[src/rtl/kinase_fluid_sequencer_if.sv]
`default_nettype none
// ============================================================================
// Module      : kinase_fluid_sequencer_if
// Description : Host command / status bundle for the kinase fluid sequencer.
//               The host is the master; the sequencer is the slave.
// Revision    : 1.0  initial release
// ============================================================================
interface kinase_fluid_sequencer_if #(
  parameter int STROKE_W = 8
);
  logic                cmd_valid;
  logic                cmd_ready;
  logic [1:0]          cmd_in_sel;
  logic [1:0]          cmd_out_sel;
  logic [STROKE_W-1:0] cmd_load;
  logic [STROKE_W-1:0] cmd_mix;
  logic                abort;
  logic                busy;
  logic                done;
  logic                err;

  modport master (
    output cmd_valid, cmd_in_sel, cmd_out_sel, cmd_load, cmd_mix, abort,
    input  cmd_ready, busy, done, err
  );

  modport slave (
    input  cmd_valid, cmd_in_sel, cmd_out_sel, cmd_load, cmd_mix, abort,
    output cmd_ready, busy, done, err
  );
endinterface
`default_nettype wire

[src/rtl/kinase_fluid_sequencer.sv]
`default_nettype none
// ============================================================================
// Module      : kinase_fluid_sequencer
// Description : Runs one kinase-activity sequence: inlet -> load -> mix ->
//               outlet drain -> flush. Valve outputs are 1 = closed.
//               Every output is registered from the next-state decode, so the
//               valve pattern of a stage appears in the first cycle of it.
// Revision    : 1.0  initial release
// ============================================================================
module kinase_fluid_sequencer #(
  parameter int PHASE_CYCLES  = 4,
  parameter int SETTLE_CYCLES = 8,
  parameter int FLUSH_CYCLES  = 16,
  parameter int STROKE_W      = 8
) (
  input  wire                      clk,
  input  wire                      rst_n,
  kinase_fluid_sequencer_if.slave  cmd,
  output logic [12:0]              ctrl_a,
  output logic [3:0]               ctrl_s,
  output logic [2:0]               pump_a,
  output logic [1:0]               pump_b,
  output logic [12:0]              flush_ctrl_a,
  output logic [3:0]               flush_ctrl_s,
  output logic [2:0]               flush_pump_a,
  output logic [1:0]               flush_pump_b
);

  localparam int CNT_MAX0 = (PHASE_CYCLES > SETTLE_CYCLES) ? PHASE_CYCLES : SETTLE_CYCLES;
  localparam int CNT_MAX  = (CNT_MAX0 > FLUSH_CYCLES) ? CNT_MAX0 : FLUSH_CYCLES;
  localparam int CNT_W    = $clog2(CNT_MAX + 1);
  localparam logic [STROKE_W-1:0] ONE_STROKE = STROKE_W'(1);

  typedef enum logic [3:0] {
    S_IDLE    = 4'd0,
    S_SET_IN  = 4'd1,
    S_LOAD    = 4'd2,
    S_SET_MIX = 4'd3,
    S_MIX     = 4'd4,
    S_SET_OUT = 4'd5,
    S_DRAIN   = 4'd6,
    S_FLUSH   = 4'd7,
    S_DONE    = 4'd8
  } state_t;

  state_t              state, state_nx;
  logic [CNT_W-1:0]    cnt, cnt_nx;
  logic [2:0]          step, step_nx;
  logic [STROKE_W-1:0] stroke, stroke_nx;
  logic                aborted, aborted_nx;
  logic [1:0]          in_sel, in_sel_nx, out_sel, out_sel_nx;
  logic [STROKE_W-1:0] load, load_nx, mix, mix_nx;
  logic                err_nx;
  logic [STROKE_W-1:0] stroke_last;
  logic [2:0]          step_last;
  logic [12:0]         ctrl_a_nx;
  logic [3:0]          ctrl_s_nx;
  logic [2:0]          pump_a_nx;
  logic [1:0]          pump_b_nx;
  logic                flush_nx;

  // Three-phase peristaltic sequence, one entry per pump_a step.
  function automatic logic [2:0] pa_pattern(input logic [2:0] s);
    case (s)
      3'd0:    pa_pattern = 3'b011;
      3'd1:    pa_pattern = 3'b001;
      3'd2:    pa_pattern = 3'b101;
      3'd3:    pa_pattern = 3'b100;
      3'd4:    pa_pattern = 3'b110;
      3'd5:    pa_pattern = 3'b010;
      default: pa_pattern = 3'b111;
    endcase
  endfunction

  // State, timing counters and captured command fields.
  always_ff @(posedge clk or negedge rst_n) begin
    if (!rst_n) begin
      state   <= S_IDLE;
      cnt     <= '0;
      step    <= '0;
      stroke  <= '0;
      aborted <= 1'b0;
      in_sel  <= '0;
      out_sel <= '0;
      load    <= '0;
      mix     <= '0;
    end else begin
      state   <= state_nx;
      cnt     <= cnt_nx;
      step    <= step_nx;
      stroke  <= stroke_nx;
      aborted <= aborted_nx;
      in_sel  <= in_sel_nx;
      out_sel <= out_sel_nx;
      load    <= load_nx;
      mix     <= mix_nx;
    end
  end

  // Next-state sequencing and next-cycle valve/pump decode.
  always_comb begin
    state_nx    = state;
    cnt_nx      = cnt;
    step_nx     = step;
    stroke_nx   = stroke;
    aborted_nx  = aborted;
    in_sel_nx   = in_sel;
    out_sel_nx  = out_sel;
    load_nx     = load;
    mix_nx      = mix;
    err_nx      = 1'b0;
    stroke_last = ((state == S_MIX) ? mix : load) - ONE_STROKE;
    step_last   = (state == S_MIX) ? 3'd1 : 3'd5;

    unique case (state)
      S_IDLE: begin
        // abort is deliberately not looked at here: a command always wins
        if (cmd.cmd_valid) begin
          in_sel_nx  = cmd.cmd_in_sel;
          out_sel_nx = cmd.cmd_out_sel;
          load_nx    = cmd.cmd_load;
          mix_nx     = cmd.cmd_mix;
          cnt_nx     = '0;
          aborted_nx = 1'b0;
          if (cmd.cmd_in_sel == 2'd3) err_nx = 1'b1;
          else                        state_nx = S_SET_IN;
        end
      end
      S_SET_IN, S_SET_MIX, S_SET_OUT: begin
        if (cmd.abort) begin
          state_nx   = S_FLUSH;
          cnt_nx     = '0;
          aborted_nx = 1'b1;
        end else if (cnt == CNT_W'(SETTLE_CYCLES - 1)) begin
          cnt_nx    = '0;
          step_nx   = '0;
          stroke_nx = '0;
          // a zero stroke count skips the pump stage entirely
          if (state == S_SET_IN)       state_nx = (load == '0) ? S_SET_MIX : S_LOAD;
          else if (state == S_SET_MIX) state_nx = (mix == '0) ? S_SET_OUT : S_MIX;
          else                         state_nx = (load == '0) ? S_FLUSH : S_DRAIN;
        end else begin
          cnt_nx = cnt + CNT_W'(1);
        end
      end
      S_LOAD, S_MIX, S_DRAIN: begin
        if (cmd.abort) begin
          state_nx   = S_FLUSH;
          cnt_nx     = '0;
          aborted_nx = 1'b1;
        end else if (cnt == CNT_W'(PHASE_CYCLES - 1)) begin
          cnt_nx = '0;
          if (step == step_last) begin
            step_nx = '0;
            // terminate on equality with count-1 so a full-scale count never wraps
            if (stroke == stroke_last) begin
              stroke_nx = '0;
              if (state == S_LOAD)     state_nx = S_SET_MIX;
              else if (state == S_MIX) state_nx = S_SET_OUT;
              else                     state_nx = S_FLUSH;
            end else begin
              stroke_nx = stroke + ONE_STROKE;
            end
          end else begin
            step_nx = step + 3'd1;
          end
        end else begin
          cnt_nx = cnt + CNT_W'(1);
        end
      end
      S_FLUSH: begin
        if (cnt == CNT_W'(FLUSH_CYCLES - 1)) begin
          cnt_nx = '0;
          if (aborted) begin
            state_nx   = S_IDLE;
            aborted_nx = 1'b0;
            err_nx     = 1'b1;
          end else begin
            state_nx = S_DONE;
          end
        end else begin
          cnt_nx = cnt + CNT_W'(1);
        end
      end
      S_DONE:  state_nx = S_IDLE;
      default: state_nx = S_IDLE;
    endcase

    ctrl_a_nx = '1;
    ctrl_s_nx = '1;
    pump_a_nx = 3'b111;
    pump_b_nx = 2'b11;
    flush_nx  = 1'b0;
    case (state_nx)
      S_SET_IN:  ctrl_a_nx[{2'b00, in_sel_nx}] = 1'b0;
      S_LOAD: begin
        ctrl_a_nx[{2'b00, in_sel_nx}] = 1'b0;
        pump_a_nx = pa_pattern(step_nx);
      end
      S_SET_MIX: ctrl_a_nx[12:3] = '0;
      S_MIX: begin
        ctrl_a_nx[12:3] = '0;
        pump_b_nx = step_nx[0] ? 2'b10 : 2'b01;
      end
      S_SET_OUT: ctrl_s_nx[out_sel_nx] = 1'b0;
      S_DRAIN: begin
        ctrl_s_nx[out_sel_nx] = 1'b0;
        pump_a_nx = pa_pattern(step_nx);
      end
      S_FLUSH:   flush_nx = 1'b1;
      default:   ;
    endcase
  end

  // Output registers; reset leaves every line pressurised and flush off.
  always_ff @(posedge clk or negedge rst_n) begin
    if (!rst_n) begin
      ctrl_a        <= '1;
      ctrl_s        <= '1;
      pump_a        <= 3'b111;
      pump_b        <= 2'b11;
      flush_ctrl_a  <= '0;
      flush_ctrl_s  <= '0;
      flush_pump_a  <= '0;
      flush_pump_b  <= '0;
      cmd.cmd_ready <= 1'b1;
      cmd.busy      <= 1'b0;
      cmd.done      <= 1'b0;
      cmd.err       <= 1'b0;
    end else begin
      ctrl_a        <= ctrl_a_nx;
      ctrl_s        <= ctrl_s_nx;
      pump_a        <= pump_a_nx;
      pump_b        <= pump_b_nx;
      flush_ctrl_a  <= {13{flush_nx}};
      flush_ctrl_s  <= {4{flush_nx}};
      flush_pump_a  <= {3{flush_nx}};
      flush_pump_b  <= {2{flush_nx}};
      cmd.cmd_ready <= (state_nx == S_IDLE);
      cmd.busy      <= (state_nx != S_IDLE);
      cmd.done      <= (state_nx == S_DONE);
      cmd.err       <= err_nx;
    end
  end

endmodule
`default_nettype wire
[src/flat_wrapper.sv]
// flat-port wrapper written by rule: the top's interface ports become plain ports
module kinase_fluid_sequencer_flat 
#(
  parameter int PHASE_CYCLES  = 4,
  parameter int SETTLE_CYCLES = 8,
  parameter int FLUSH_CYCLES  = 16,
  parameter int STROKE_W      = 8
)
  (clk, rst_n, ctrl_a, ctrl_s, pump_a, pump_b, flush_ctrl_a, flush_ctrl_s, flush_pump_a, flush_pump_b, cmd_cmd_valid, cmd_cmd_in_sel, cmd_cmd_out_sel, cmd_cmd_load, cmd_cmd_mix, cmd_abort, cmd_cmd_ready, cmd_busy, cmd_done, cmd_err);
  kinase_fluid_sequencer_if #(.STROKE_W(STROKE_W)) cmd_i ();
  input  wire clk;
  input  wire rst_n;
  output logic [12:0] ctrl_a;
  output logic [3:0] ctrl_s;
  output logic [2:0] pump_a;
  output logic [1:0] pump_b;
  output logic [12:0] flush_ctrl_a;
  output logic [3:0] flush_ctrl_s;
  output logic [2:0] flush_pump_a;
  output logic [1:0] flush_pump_b;
  input wire logic [$bits(cmd_i.cmd_valid)-1:0] cmd_cmd_valid;
  input wire logic [$bits(cmd_i.cmd_in_sel)-1:0] cmd_cmd_in_sel;
  input wire logic [$bits(cmd_i.cmd_out_sel)-1:0] cmd_cmd_out_sel;
  input wire logic [$bits(cmd_i.cmd_load)-1:0] cmd_cmd_load;
  input wire logic [$bits(cmd_i.cmd_mix)-1:0] cmd_cmd_mix;
  input wire logic [$bits(cmd_i.abort)-1:0] cmd_abort;
  output wire logic [$bits(cmd_i.cmd_ready)-1:0] cmd_cmd_ready;
  output wire logic [$bits(cmd_i.busy)-1:0] cmd_busy;
  output wire logic [$bits(cmd_i.done)-1:0] cmd_done;
  output wire logic [$bits(cmd_i.err)-1:0] cmd_err;
  assign cmd_i.cmd_valid = cmd_cmd_valid;
  assign cmd_i.cmd_in_sel = cmd_cmd_in_sel;
  assign cmd_i.cmd_out_sel = cmd_cmd_out_sel;
  assign cmd_i.cmd_load = cmd_cmd_load;
  assign cmd_i.cmd_mix = cmd_cmd_mix;
  assign cmd_i.abort = cmd_abort;
  assign cmd_cmd_ready = cmd_i.cmd_ready;
  assign cmd_busy = cmd_i.busy;
  assign cmd_done = cmd_i.done;
  assign cmd_err = cmd_i.err;
  kinase_fluid_sequencer #(.PHASE_CYCLES(PHASE_CYCLES), .SETTLE_CYCLES(SETTLE_CYCLES), .FLUSH_CYCLES(FLUSH_CYCLES), .STROKE_W(STROKE_W)) u_core (.clk(clk), .rst_n(rst_n), .cmd(cmd_i), .ctrl_a(ctrl_a), .ctrl_s(ctrl_s), .pump_a(pump_a), .pump_b(pump_b), .flush_ctrl_a(flush_ctrl_a), .flush_ctrl_s(flush_ctrl_s), .flush_pump_a(flush_pump_a), .flush_pump_b(flush_pump_b));
endmodule
[config.mk]
export PLATFORM = sky130hd
export DESIGN_NAME = kinase_fluid_sequencer_flat
export DESIGN_NICKNAME = d
export VERILOG_FILES = /design/src/rtl/kinase_fluid_sequencer_if.sv /design/src/rtl/kinase_fluid_sequencer.sv /design/src/flat_wrapper.sv
export SDC_FILE = /design/constraint.sdc
export NUM_CORES = 1
export LEC_CHECK = 0
export CORE_MARGIN = 3
export CORE_UTILIZATION = 33
export DETAILED_ROUTE_END_ITERATION = 8
export GPL_TIMING_DRIVEN = 0
export PLACE_DENSITY = 0.7
export SETUP_SLACK_MARGIN = 0.3
export SLEW_MARGIN = 0
export SYNTH_ARGS = -nofsm -noshare
export SYNTH_HDL_FRONTEND = slang
export SYNTH_SLANG_ARGS = --single-unit
[constraint.sdc]
create_clock -name clk -period 3.34 [get_ports clk]
set_input_delay 0.668 -clock clk [delete_from_list [all_inputs] [get_ports clk]]
set_output_delay 0.668 -clock clk [all_outputs]
set_load 0.005 [all_outputs]
==> results.ini, run 1 <==
[outcome]
outcome=completed

[synth]
synth.cell_area_mm2=0.00351
yosysUniqueCellTypes=58
ys_seq_area_share_pct=43.3
syn_area_per_cell_um2=9.81
yosys_warnings=0
async_flop_share_pct=100
synth-main-ff-cell=dfrtp_1
synth_area_leader_cell=dfrtp_1
synth_top_area_share_pct=32.1
synth_area_leaders=dfrtp_1, dfstp_2, buf_4
synth_edf_count=0
syn-num-nets=389
yosys_register_bits=60
syn_inst=358

[routing]
drt_wl_total_mm=8.23
vias=2937
wl_per_cell_um=13.9
drt_iter0_markers=148
ant_nets=0
drc=0
dr.pass1.iters=4
viasPerCell=4.94

[timing]
fin_crit_sh_pct=96.6
rsz0062_at_grt=true
slew_violations=0
layout_min_cycle_time_ns=3.23
hold_viol=0
whs_ns=0.320
relSlewSlack_pct=40.6
fmax_ghz=0.310
clock_skew_ns=0.00667
setup_viol=0
worst_pin_slew_ns=0.891

[layout]
layout_commonest_cell=clkdlybuf4s50_1
area_growth_syn_to_layout_pct=35.9
seq_area_mm2=0.00152
multiInputGateArea_mm2=0.00170
most-common-layout-cells=clkdlybuf4s50_1, dfrtp_1, buf_4, nand2_1, nor2_1
diodes=0
drive_gt1_share_pct=26.6
fin_cells=594
nets=484
fillers=969
final_design_area_no_fill_mm2=0.00477

[hold_path]
hold_class=in -> async

[setup_path]
critPathLaunch=u_core.state[3]$_DFF_PN0_
cpPeakStageDelay_ns=0.39
critPathCaptureType=flop
worst-path-buf-inv=5
r2r_start=u_core.state[3]$_DFF_PN0_
cp_max_fo=7
worstPathRequired_ns=3.62
critPathArrivalTime_ns=3.50
criticalPathCategory=reg -> reg
cpLargestDelayFamily=simple AND/OR/NAND/NOR gates
crit_chain=buf_6 > nor4b_4 > buf_6 > buf_8 > mux2i_2 > ha_2 > buf_4 > buf_4 > xnor2_1 > xnor2_1 > nand3_2 > nor4_4 > a31oi_4 > and3b_4 > a31oi_1
start_kind=flop
crit_path_top_delay_cell=nor4_4

[pwr]
power.density_mw_per_mm2=703
p_leak_nw=2.08
peakVddDrop_uv=265

[clocking]
clk_latency_ns=0.35
cts_root_buf=clkbuf_8
clock_path_buffers=2
postCtsHoldBufs=0
cts.clk_slew.worst_paths_ns=0.08
htree_levels=3
cts_sinks=60
cts_buffers=9
cts_tree=built

[run]
maxCapViolCount=0

[placement]
dpl_cell_area_mm2=0.00443
port_buffers=71
place_hpwl_mm=5.94
place_inst=566
gp_congestion=0.855

[grt]
globalRouteTotalUtil_pct=14.2
grt_max_degree=35
grt-ovfl-total=0
grt_pass1_wl_mm=13.3
grt_pass1_vias=2864
grt_antenna_before_repair=0

[floorplan]
rows=37
core_region_area_mm2=0.0103
die_x_um=109
dieArea_mm2=0.0119
io_pins=72
die_h_um=109
initial_core_util_pct=34.0

power by group:
group / switching (mW) / internal, mW / total [mW]
sequential: 0.175 / 0.889 / 1.06
clock: 0.330 / 0.356 / 0.685
combinational: 0.693 / 0.915 / 1.61
metal layers:
layer  wire [µm]  vias to the layer above  global-route usage (%)
li1            -                     1419                       -
met1        3500                     1445                    17.7
met2        4150                       62                    23.0
met3         432                       11                    3.97
met4         153                        0                    6.04
met5           0                        -                       0
flip-flops by register name, summed over array words and instances, names as in the netlist, 3 cells and up:
name and flops:
u_core.load 8, u_core.mix 8, u_core.stroke 8, u_core.cnt 5, u_core.ctrl_a 5, u_core.ctrl_s 4, u_core.state 4, u_core.pump_a 3
u_core.step 3
final cells by class:
type / instances / share of cell area, %
multi-input combinational: 244 / 35.7
sequential: 60 / 31.8
timing repair buffer: 84 / 17.2
buffer: 41 / 6.37
tap: 136 / 3.56
clock buffer: 9 / 2.60
clock inverter: 7 / 1.73
inverter: 13 / 1.02
worst register-to-register path: stages, from the launching register on:
cell	delay [ns]
dfrtp_1	0.38
buf_6	0.13
nor4b_4	0.29
buf_6	0.17
buf_8	0.10
mux2i_2	0.20
ha_2	0.21
buf_4	0.10
buf_4	0.10
xnor2_1	0.13
xnor2_1	0.17
nand3_2	0.12
nor4_4	0.39
a31oi_4	0.23
and3b_4	0.28
a31oi_1	0.16
cells by family (layout without fill, tap and decap cells):
group / after synthesis / in the layout / synth area share (%)
compound gates: 56 / 56 / 10.4
xor+xnor: 14 / 14 / 4.45
fa+ha+maj: 7 / 7 / 2.49
buf+inv: 54 / 154 / 9.55
flops: 60 / 60 / 43.3
mux: 30 / 30 / 9.26
simple gates: 137 / 137 / 20.6
synthesized netlist by cell type, types with 4 or more instances:
cell type	count
dfrtp_1	45
nand2_1	40
buf_4	29
nor2_1	29
mux2_2	19
nand3_1	17
a21oi_1	16
o21ai_0	16
dfstp_2	15
inv_1	12
mux2i_1	10
nor3_1	10
xnor2_1	8
clkbuf_1	7
ha_1	7
nand2b_1	5
nand4_1	5
nor4_1	5
a31oi_1	4
metrics by stage:
step	setup WS, ns	total power [mW]	setup TNS [ns]	utilization [%]
after detailed placement	-0.117	2.61	-1.51	42.9
after floorplan	0.284	2.00	0	-
after CTS	0.0622	3.34	0	45.6
after global placement	-0.281	2.57	-12.95	42.8
after global routing	-0.0817	3.59	-0.511	46.2
final	0.114	3.36	0	46.2
path summary, 6_finish.rpt:
kind,end,slack [ns],depth (start not counted)
max,u_core.ctrl_a[11]$_DFF_PN1_,0.11,15
min,u_core.stroke[2]$_DFFE_PN0P_,0.32,1
max reg2reg,u_core.ctrl_a[11]$_DFF_PN1_,0.11,15
min reg2reg,u_core.cmd.done$_DFF_PN0_,0.50,1
max in group asynchronous,u_core.pump_a[2]$_DFF_PN1_,2.37,2
min in group clk,u_core.cmd.done$_DFF_PN0_,0.50,1
what timing repair did:
item,in CTS,in global routing
endpoints found under the setup margin,26,26
gates cloned,0,1
buffers inserted,6,5
pin swaps,10,10
gates resized for setup,7,9
No activity file was read; power rests on OpenSTA's default activity.
==> run 2, diff against run 1 <==
Settings changed: CAP_MARGIN from default to 5.
==> results of run 2 <==
Final layout, timing and power as in run 1 (identical DEF).
==> run 3, diff against run 2 <==
Settings changed: TNS_END_PERCENT from default to 10.
==> run 3 against run 2 <==
Hold slack about the same. Setup slack improved by 0.0030 ns. Sequential share of layout area up 0.13 points. Clock skew rose by 0.00051 ns. Largest power group unchanged.
==> results.ini, run 3 (synthesis gave the netlist of run 1 again) <==
[outcome]
outcome=completed

[setup_path]
critPathArrivalTime_ns=3.48  ; -0.02 ns
cp_max_fo=7  ; unchanged
worstPathRequired_ns=3.60  ; -0.02 ns
critPathCaptureType=flop
criticalPathCategory=reg -> reg
start_kind=flop

[placement]
dpl_cell_area_mm2=0.00443  ; unchanged
gp_congestion=0.855  ; unchanged
place_inst=566  ; unchanged
place_hpwl_mm=5.94  ; unchanged
port_buffers=71  ; unchanged

[layout]
drive_gt1_share_pct=25.5  ; -1.1 points
final_design_area_no_fill_mm2=0.00475  ; -0.39%
layout_commonest_cell=clkdlybuf4s50_1
area_growth_syn_to_layout_pct=35.4
most-common-layout-cells=clkdlybuf4s50_1, dfrtp_1, buf_4, nand2_1, nor2_1
diodes=0  ; unchanged
fin_util_pct=46.1  ; -0.18 points
nets=484  ; unchanged
fin_cells=594  ; unchanged
largestRegisters=u_core.load x8, u_core.mix x8, u_core.stroke x8

[routing]
drt_wl_total_mm=8.24  ; about the same
drt_iter0_markers=148  ; unchanged
drc=0  ; unchanged
dr.pass1.iters=4  ; unchanged
ant_nets=0  ; unchanged
viasPerCell=4.97  ; +0.51%
vias=2952  ; +0.51%
wl_per_cell_um=13.9  ; about the same

[pwr]
p_leak_nw=2.08  ; -0.24%
peakVddDrop_uv=263  ; -0.64%
power.density_mw_per_mm2=703  ; about the same
finalPower_mw=3.34  ; -0.40%

[clocking]
clock_path_buffers=2  ; unchanged
cts_buffers=9  ; unchanged
cts_root_buf=clkbuf_8
htree_levels=3  ; unchanged
cts_sinks=60  ; unchanged
clk_latency_ns=0.35  ; about the same
cts_tree=built
cts.clk_slew.worst_paths_ns=0.08  ; about the same

[timing]
fin_crit_sh_pct=96.5  ; about the same
rsz0062_at_grt=true
layout_min_cycle_time_ns=3.22  ; -0.00305 ns
slew_violations=0  ; unchanged
hold_viol=0  ; unchanged
fmax_ghz=0.310  ; about the same
clock_skew_ns=0.00718  ; +0.000514 ns
setup_viol=0  ; unchanged
whs_ns=0.320  ; -0.000300 ns
relSlewSlack_pct=40.2  ; -0.47 points
worst_pin_slew_ns=0.898  ; +0.00702 ns

[floorplan]
dieArea_mm2=0.0119  ; unchanged
die_x_um=109  ; unchanged
initial_core_util_pct=34.0  ; unchanged
io_pins=72  ; unchanged
rows=37  ; unchanged
core_region_area_mm2=0.0103  ; unchanged
die_h_um=109  ; unchanged

[grt]
grt_pass1_wl_mm=13.3  ; unchanged
grt-ovfl-total=0  ; unchanged
globalRouteTotalUtil_pct=14.2  ; about the same
grt_antenna_before_repair=0  ; unchanged
grt_pass1_vias=2849  ; -0.52%
grt_max_degree=35  ; unchanged

[hold_path]
hold_class=in -> async

[run]
maxCapViolCount=0  ; unchanged

run 3: cell counts in the layout (fill, tap and decap cells not counted):
Identical to the previous run, type by type.
run 3: area by class of cell:
cell class	count	area (µm²)
sequential	60	1520
timing repair buffer	84	816
tap	136	170
buffer	41	304
multi-input combinational	244	1690
inverter	13	48.8
fill	969	5570
clock buffer	9	124
clock inverter	7	82.6
run 3: critical path, stage by stage, from the launching register on:
cell     delay (ns)
dfrtp_1        0.38
buf_6          0.13
nor4b_4        0.29
buf_6          0.17
buf_8          0.10
mux2i_2        0.20
ha_2           0.21
buf_4          0.10
buf_4          0.10
xnor2_1        0.13
xnor2_1        0.17
nand3_2        0.12
nor4_4         0.39
a31oi_4        0.23
xnor2_4        0.27
nand4_1        0.14
run 3: path summary, 6_finish.rpt:
| path | startpoint | cells after the start | slack [ns] | end |
|---|---|---|---|---|
| max | u_core.state[3]$_DFF_PN0_ | 15 | 0.12 | u_core.ctrl_a[0]$_DFF_PN1_ |
| min | rst_n | 1 | 0.32 | u_core.stroke[2]$_DFFE_PN0P_ |
| max reg2reg | u_core.state[3]$_DFF_PN0_ | 15 | 0.12 | u_core.ctrl_a[0]$_DFF_PN1_ |
| min reg2reg | u_core.aborted$_DFFE_PN0P_ | 1 | 0.50 | u_core.cmd.done$_DFF_PN0_ |
| max in group asynchronous | rst_n | 2 | 2.37 | u_core.pump_a[2]$_DFF_PN1_ |
| min in group clk | u_core.aborted$_DFFE_PN0P_ | 1 | 0.50 | u_core.cmd.done$_DFF_PN0_ |
run 3: where the power goes:
| part | leakage (nW) | switching [mW] | internal [mW] | total [mW] |
|---|---|---|---|---|
| Sequential | 0.739 | 0.176 | 0.889 | 1.06 |
| Combinational | 1.23 | 0.685 | 0.909 | 1.59 |
| Clock | 0.105 | 0.330 | 0.356 | 0.685 |
| Total | 2.08 | 1.19 | 2.15 | 3.34 |
run 3: routing by layer:
layer	part of all wire, %	vias to the layer above	global-route usage, %
met2	50	54	22.9
li1	-	1419	-
met4	2.4	0	6.04
met5	0	-	0
met1	43	1465	17.9
met3	4.1	14	3.97
run 3: per-stage QoR:
step,TNS [ns],setup WS (ns)
finish,0,0.117
CTS,0,0.0600
global route,-0.623,-0.0858
detailed placement,-1.51,-0.117
global placement,-12.95,-0.281
floorplan,0,0.284
run 3: timing repair:
item | 4_1_cts | 5_1_grt
pin swaps | 7 | 9
hold buffers | 0 | 0
gates resized for setup | 2 | 9
gates cloned | 0 | 1
endpoints found under the setup margin | 26 | 26
buffers inserted | 6 | 5
